[src/rtl/alu_op_sequencer.sv]
// Command sequencer feeding the 8-bit add/sub/rotate result register.
// Queued commands are expanded into per-cycle operations; idle cycles re-add res + 0 so the result holds.
//
// state | meaning
// IDLE  | hold pattern (ADD res + 0), waiting for a queued command
// ARITH | ADD/SUB presented for one cycle with the stored operands
// ROT   | rotate presented while the step down-counter runs to zero
module alu_op_sequencer #(
  parameter int DEPTH = 4,
  parameter int CNT_W = 4
) (
  input  logic             CLK,
  input  logic             RST,
  input  logic             cmd_valid,
  output logic             cmd_ready,
  input  logic [1:0]       cmd_op,
  input  logic [7:0]       cmd_a,
  input  logic [7:0]       cmd_b,
  input  logic [CNT_W-1:0] cmd_rep,
  input  logic [7:0]       res,
  output logic [2:0]       Control,
  output logic [7:0]       Input_1,
  output logic [7:0]       Input_2,
  output logic             busy,
  output logic             done
);

  localparam int PTR_W = $clog2(DEPTH);
  localparam int ENT_W = 2 + 8 + 8 + CNT_W;
  localparam logic [PTR_W:0] CNT_FULL = (PTR_W + 1)'(DEPTH);

  typedef enum logic [1:0] {
    S_IDLE  = 2'd0,
    S_ARITH = 2'd1,
    S_ROT   = 2'd2
  } state_t;

  logic [ENT_W-1:0] mem_q [DEPTH];
  logic [PTR_W-1:0] wr_ptr_q, rd_ptr_q;
  logic [PTR_W:0]   count_q;
  logic             full, empty, push, pop, load;

  logic [ENT_W-1:0] head;
  logic [1:0]       h_op;
  logic [7:0]       h_a, h_b;
  logic [CNT_W-1:0] h_rep;

  state_t           state_q, state_d;
  logic [1:0]       op_q, op_d;
  logic [7:0]       a_q, a_d, b_q, b_d;
  logic [CNT_W-1:0] cnt_q, cnt_d;

  assign full      = (count_q == CNT_FULL);
  assign empty     = (count_q == '0);
  assign cmd_ready = !full;
  assign push      = cmd_valid && !full;
  assign busy      = (state_q != S_IDLE) || !empty;

  assign head  = mem_q[rd_ptr_q];
  assign h_op  = head[ENT_W-1 -: 2];
  assign h_a   = head[ENT_W-3 -: 8];
  assign h_b   = head[ENT_W-11 -: 8];
  assign h_rep = head[CNT_W-1:0];

  // Storage is not reset: entries are only read once counted valid.
  always_ff @(posedge CLK) begin
    if (push) mem_q[wr_ptr_q] <= {cmd_op, cmd_a, cmd_b, cmd_rep};
  end

  always_ff @(posedge CLK or posedge RST) begin
    if (RST) begin
      wr_ptr_q <= '0;
      rd_ptr_q <= '0;
      count_q  <= '0;
    end else begin
      if (push) wr_ptr_q <= wr_ptr_q + PTR_W'(1);
      if (pop)  rd_ptr_q <= rd_ptr_q + PTR_W'(1);
      case ({push, pop})
        2'b10:   count_q <= count_q + (PTR_W + 1)'(1);
        2'b01:   count_q <= count_q - (PTR_W + 1)'(1);
        default: count_q <= count_q;
      endcase
    end
  end

  always_ff @(posedge CLK or posedge RST) begin
    if (RST) begin
      state_q <= S_IDLE;
      op_q    <= 2'b00;
      a_q     <= 8'h00;
      b_q     <= 8'h00;
      cnt_q   <= '0;
    end else begin
      state_q <= state_d;
      op_q    <= op_d;
      a_q     <= a_d;
      b_q     <= b_d;
      cnt_q   <= cnt_d;
    end
  end

  always_comb begin
    state_d = state_q;
    op_d    = op_q;
    a_d     = a_q;
    b_d     = b_q;
    cnt_d   = cnt_q;
    load    = 1'b0;
    done    = 1'b0;
    case (state_q)
      S_IDLE: begin
        load = !empty;
      end
      S_ARITH: begin
        done = 1'b1;
        load = !empty;
        if (empty) state_d = S_IDLE;
      end
      S_ROT: begin
        if (cnt_q != '0) begin
          cnt_d = cnt_q - CNT_W'(1);
        end else begin
          done = 1'b1;
          load = !empty;
          if (empty) state_d = S_IDLE;
        end
      end
      default: state_d = S_IDLE;
    endcase
    // A finishing command chains straight into the next one, no hold cycle.
    if (load) begin
      op_d    = h_op;
      a_d     = h_a;
      b_d     = h_b;
      cnt_d   = (h_rep == '0) ? '0 : h_rep - CNT_W'(1);
      state_d = h_op[1] ? S_ROT : S_ARITH;
    end
  end

  assign pop = load;

  always_comb begin
    Control = 3'b110;
    Input_1 = res;
    Input_2 = 8'h00;
    case (state_q)
      S_ARITH: begin
        Control = op_q[0] ? 3'b100 : 3'b110;
        Input_1 = a_q;
        Input_2 = b_q;
      end
      S_ROT: begin
        Control = op_q[0] ? 3'b000 : 3'b001;
        Input_1 = 8'h00;
      end
      default: ;
    endcase
  end

endmodule

[config.mk]
export PLATFORM = sky130hd
export DESIGN_NAME = alu_op_sequencer
export DESIGN_NICKNAME = d
export VERILOG_FILES = /design/src/rtl/alu_op_sequencer.sv
export SDC_FILE = /design/constraint.sdc
export NUM_CORES = 1
export LEC_CHECK = 0
export CORE_MARGIN = 5
export CORE_UTILIZATION = 25
export CTS_CLUSTER_DIAMETER = 50
export DETAILED_ROUTE_END_ITERATION = 16
export SLEW_MARGIN = 20
export SYNTH_ARGS = -nofsm -noshare
export SYNTH_HDL_FRONTEND = slang
export SYNTH_SLANG_ARGS = --single-unit
[constraint.sdc]
create_clock -name CLK -period 3.6 [get_ports CLK]
set_clock_uncertainty 0.15 [all_clocks]
set_input_delay 0.72 -clock CLK [delete_from_list [all_inputs] [get_ports CLK]]
set_output_delay 0.72 -clock CLK [all_outputs]
set_load 0.005 [all_outputs]
==> reports/results.ini <==
[sta]
grt_setup_unrepaired = no
min_period_over_period_pct = 90.80
finalCriticalPeriod_ns = 3.269
drv_slew = 0
tightest_slew_ns = 0.7664
finalSetupViolCount = 0
final.setup.tns_ns = 0
relSlewSlack_pct = 48.90
max_freq_ghz = 0.3059
finalHoldViolations = 0

[final_layout]
drive_gt1_share_pct = 22.16
fin_nets = 392
layout_common_cells = edfxtp_1, clkdlybuf4s50_1, dfrtp_1, mux4_2, inv_1
multiInputGateArea_um2 = 1336
seqCellArea_um2 = 3393
mostFrequentLayoutCell = edfxtp_1
diodes = 0
syn2layout_area_growth_pct = 30.66
fill_cells = 1827

[job]
max-cap-violations = 0

[floorplanning]
dieWidth_um = 149.7
die_area_um2 = 22400
die_h_um = 149.7
core_area_um2 = 19330
initial_core_util_pct = 25.22
rows = 51
io_pins = 55

[outcome]
status = completed

[power_and_ir_drop]
powerDensity_nw_per_um2 = 910.8
ir_worst_vdd_uv = 488.9
p_total_mw = 5.804
power.static_leakage_nw = 2.282

[synth]
synth.distinct_cells = 38
postSynthNetCount = 321
synth-async-reset-ratio_pct = 25.42
synth-main-ff-cell = edfxtp_1
synth_area_um2 = 4877
netlist_instances = 277
yosysWarnings = 0
synth_area_per_cell_um2 = 17.61
synth_edf_count = 88
yosysSeqAreaShare_pct = 69.57
synth_seq_cells = 118

[cts]
cts_made_buffers = 17
ctsHoldBuffers = 0
clockRootBuffer = clkbuf_16
cts_tree = yes
clk_pin_slew_ns = 0.05
clk_latency_ns = 0.39
post-cts-setup-buffers = 0
cts_resized = 0
cts_max_level = 4
cts_max_path_buffers = 2
cts.sinks = 118

[min_path]
whs_path_depth = 1
min_path_type = reg -> reg

[drt]
dr_total_vias = 2563
wire_per_inst_um = 15.55
dr.pass1.iters = 4
drt-initial-drc-count = 121
ant_nets = 0
drc_errors = 0
wirelength_um = 9732
via_per_inst = 4.094

[global_routing]
antenna_found_initial = 0
grt_usage_pct = 9.265
grt_pass1_wl_um = 15340
grt_pass1_vias = 2816
grt-ovfl-total = 0
grt_start_max_net_pins = 32

[placed_design]
gp_congestion = 0.6351
portBuffers = 54
dp_hpwl_um = 6429

[critical_path]
cp_num_cells = 6
endpoint_kind = output port
slowest_delay_ns = 0.54
crit_path_top_delay_cell = clkdlybuf4s50_1
start_kind = register
cp_cell_sequence = inv_1, ha_1, buf_4, nand3_1, o21ai_0, clkdlybuf4s50_1
reg2regPathDepth = 10
cp_top_family = buffers and inverters
crit_buf_inv = 3
critPathRequiredTime_ns = 2.73
worst-setup-path-type = reg -> out
critPathArrivalTime_ns = 2.40
crit_fanout = 11

[kinds of logic (layout without fill, tap and decap cells)]
kind of cell | count (synthesis) | count (layout) | share of synthesized area [%]
AND/OR/NAND/NOR | 40 | 40 | 4.643
flip-flops | 118 | 118 | 69.57
multiplexers | 44 | 44 | 15.14
buffers and inverters | 33 | 117 | 3.181
XOR/XNOR | 8 | 8 | 1.436
adder cells (fa/ha/maj) | 11 | 11 | 2.976
AO/OA/AOI/OAI | 23 | 23 | 3.053
[layout make-up]
class | instances | share of cell area (%)
clock buffers | 22 | 7.285
clock inverters | 10 | 2.395
inverters | 21 | 1.237
multi-input cells | 126 | 20.97
flip-flops and latches | 118 | 53.25
well taps | 265 | 5.203
repair buffers | 64 | 9.660
[where the power goes]
part | switching (mW) | internal, mW | total, mW
Clock | 0.539 | 1.19 | 1.73
Sequential | 0.194 | 1.88 | 2.08
Combinational | 0.946 | 1.05 | 2.00
Total | 1.68 | 4.13 | 5.80
[worst paths after layout]
| path | startpoint | endpoint | slack (ns) |
|---|---|---|---|
| worst max register to register | state_q[1]$_DFFE_PP0P_ | count_q[2]$_DFFE_PP0P_ | 0.83 |
| worst max-delay path | state_q[1]$_DFFE_PP0P_ | Input_1[0] | 0.33 |
| worst min register to register | count_q[2]$_DFFE_PP0P_ | count_q[2]$_DFFE_PP0P_ | 0.34 |
| max in group asynchronous | RST | b_q[2]$_DFFE_PP0P_ | 2.39 |
| worst min-delay path | count_q[2]$_DFFE_PP0P_ | count_q[2]$_DFFE_PP0P_ | 0.34 |
| min in group asynchronous | RST | count_q[1]$_DFFE_PP0P_ | 0.59 |
[layer usage]
metal	global-route usage (%)	share of wire (%)	vias to the layer above
li1	-	-	1191
met1	10.97	43	1317
met2	15.70	52	44
met3	3.452	4.3	11
met4	2.882	1.3	0
met5	0	0	-
[Yosys cell counts (all sizes together) (2+ instances only)]
library cell	n	area share, %
edfxtp	88	54
dfrtp	30	15
mux4	22	10
inv	21	1.6
mux2	18	4.2
o21ai	11	1.1
ha	10	2.6
and2	9	1.2
buf	9	1.3
nand3	9	0.92
nor2	5	0.54
and3	4	0.51
mux2i	4	0.82
nand2	4	0.31
xnor2	4	0.72
xor2	4	0.72
clkbuf	3	0.23
nor3	3	0.31
a211oi	2	0.41
a21boi	2	0.31
a21oi	2	0.21
nor2b	2	0.26
o31ai	2	0.31
[per-stage QoR]
stage | util (%) | hold slack (ns) | std cells | setup slack [ns] | area [µm²]
2_1_floorplan | - | 0.3143 | 277 | 1.002 | 4877
3_3_place_gp | 29.77 | 0.3318 | 594 | 0.7873 | 5756
3_5_place_dp | 29.77 | 0.3346 | 594 | 0.7080 | 5756
4_1_cts | 32.96 | 0.3434 | 626 | 0.2713 | 6372
5_1_grt | 32.96 | 0.3573 | 626 | 0.1393 | 6372
6_report | 32.96 | 0.3427 | 626 | 0.3311 | 6372
[state kept, by name, indices dropped and copies added, names as in the netlist]
register,cells
mem_q,88
a_q,8
b_q,8
cnt_q,4
count_q,3
rd_ptr_q,2
state_q,2
wr_ptr_q,2
op_q,1
Note: power is estimated with default switching activity, not from simulation.
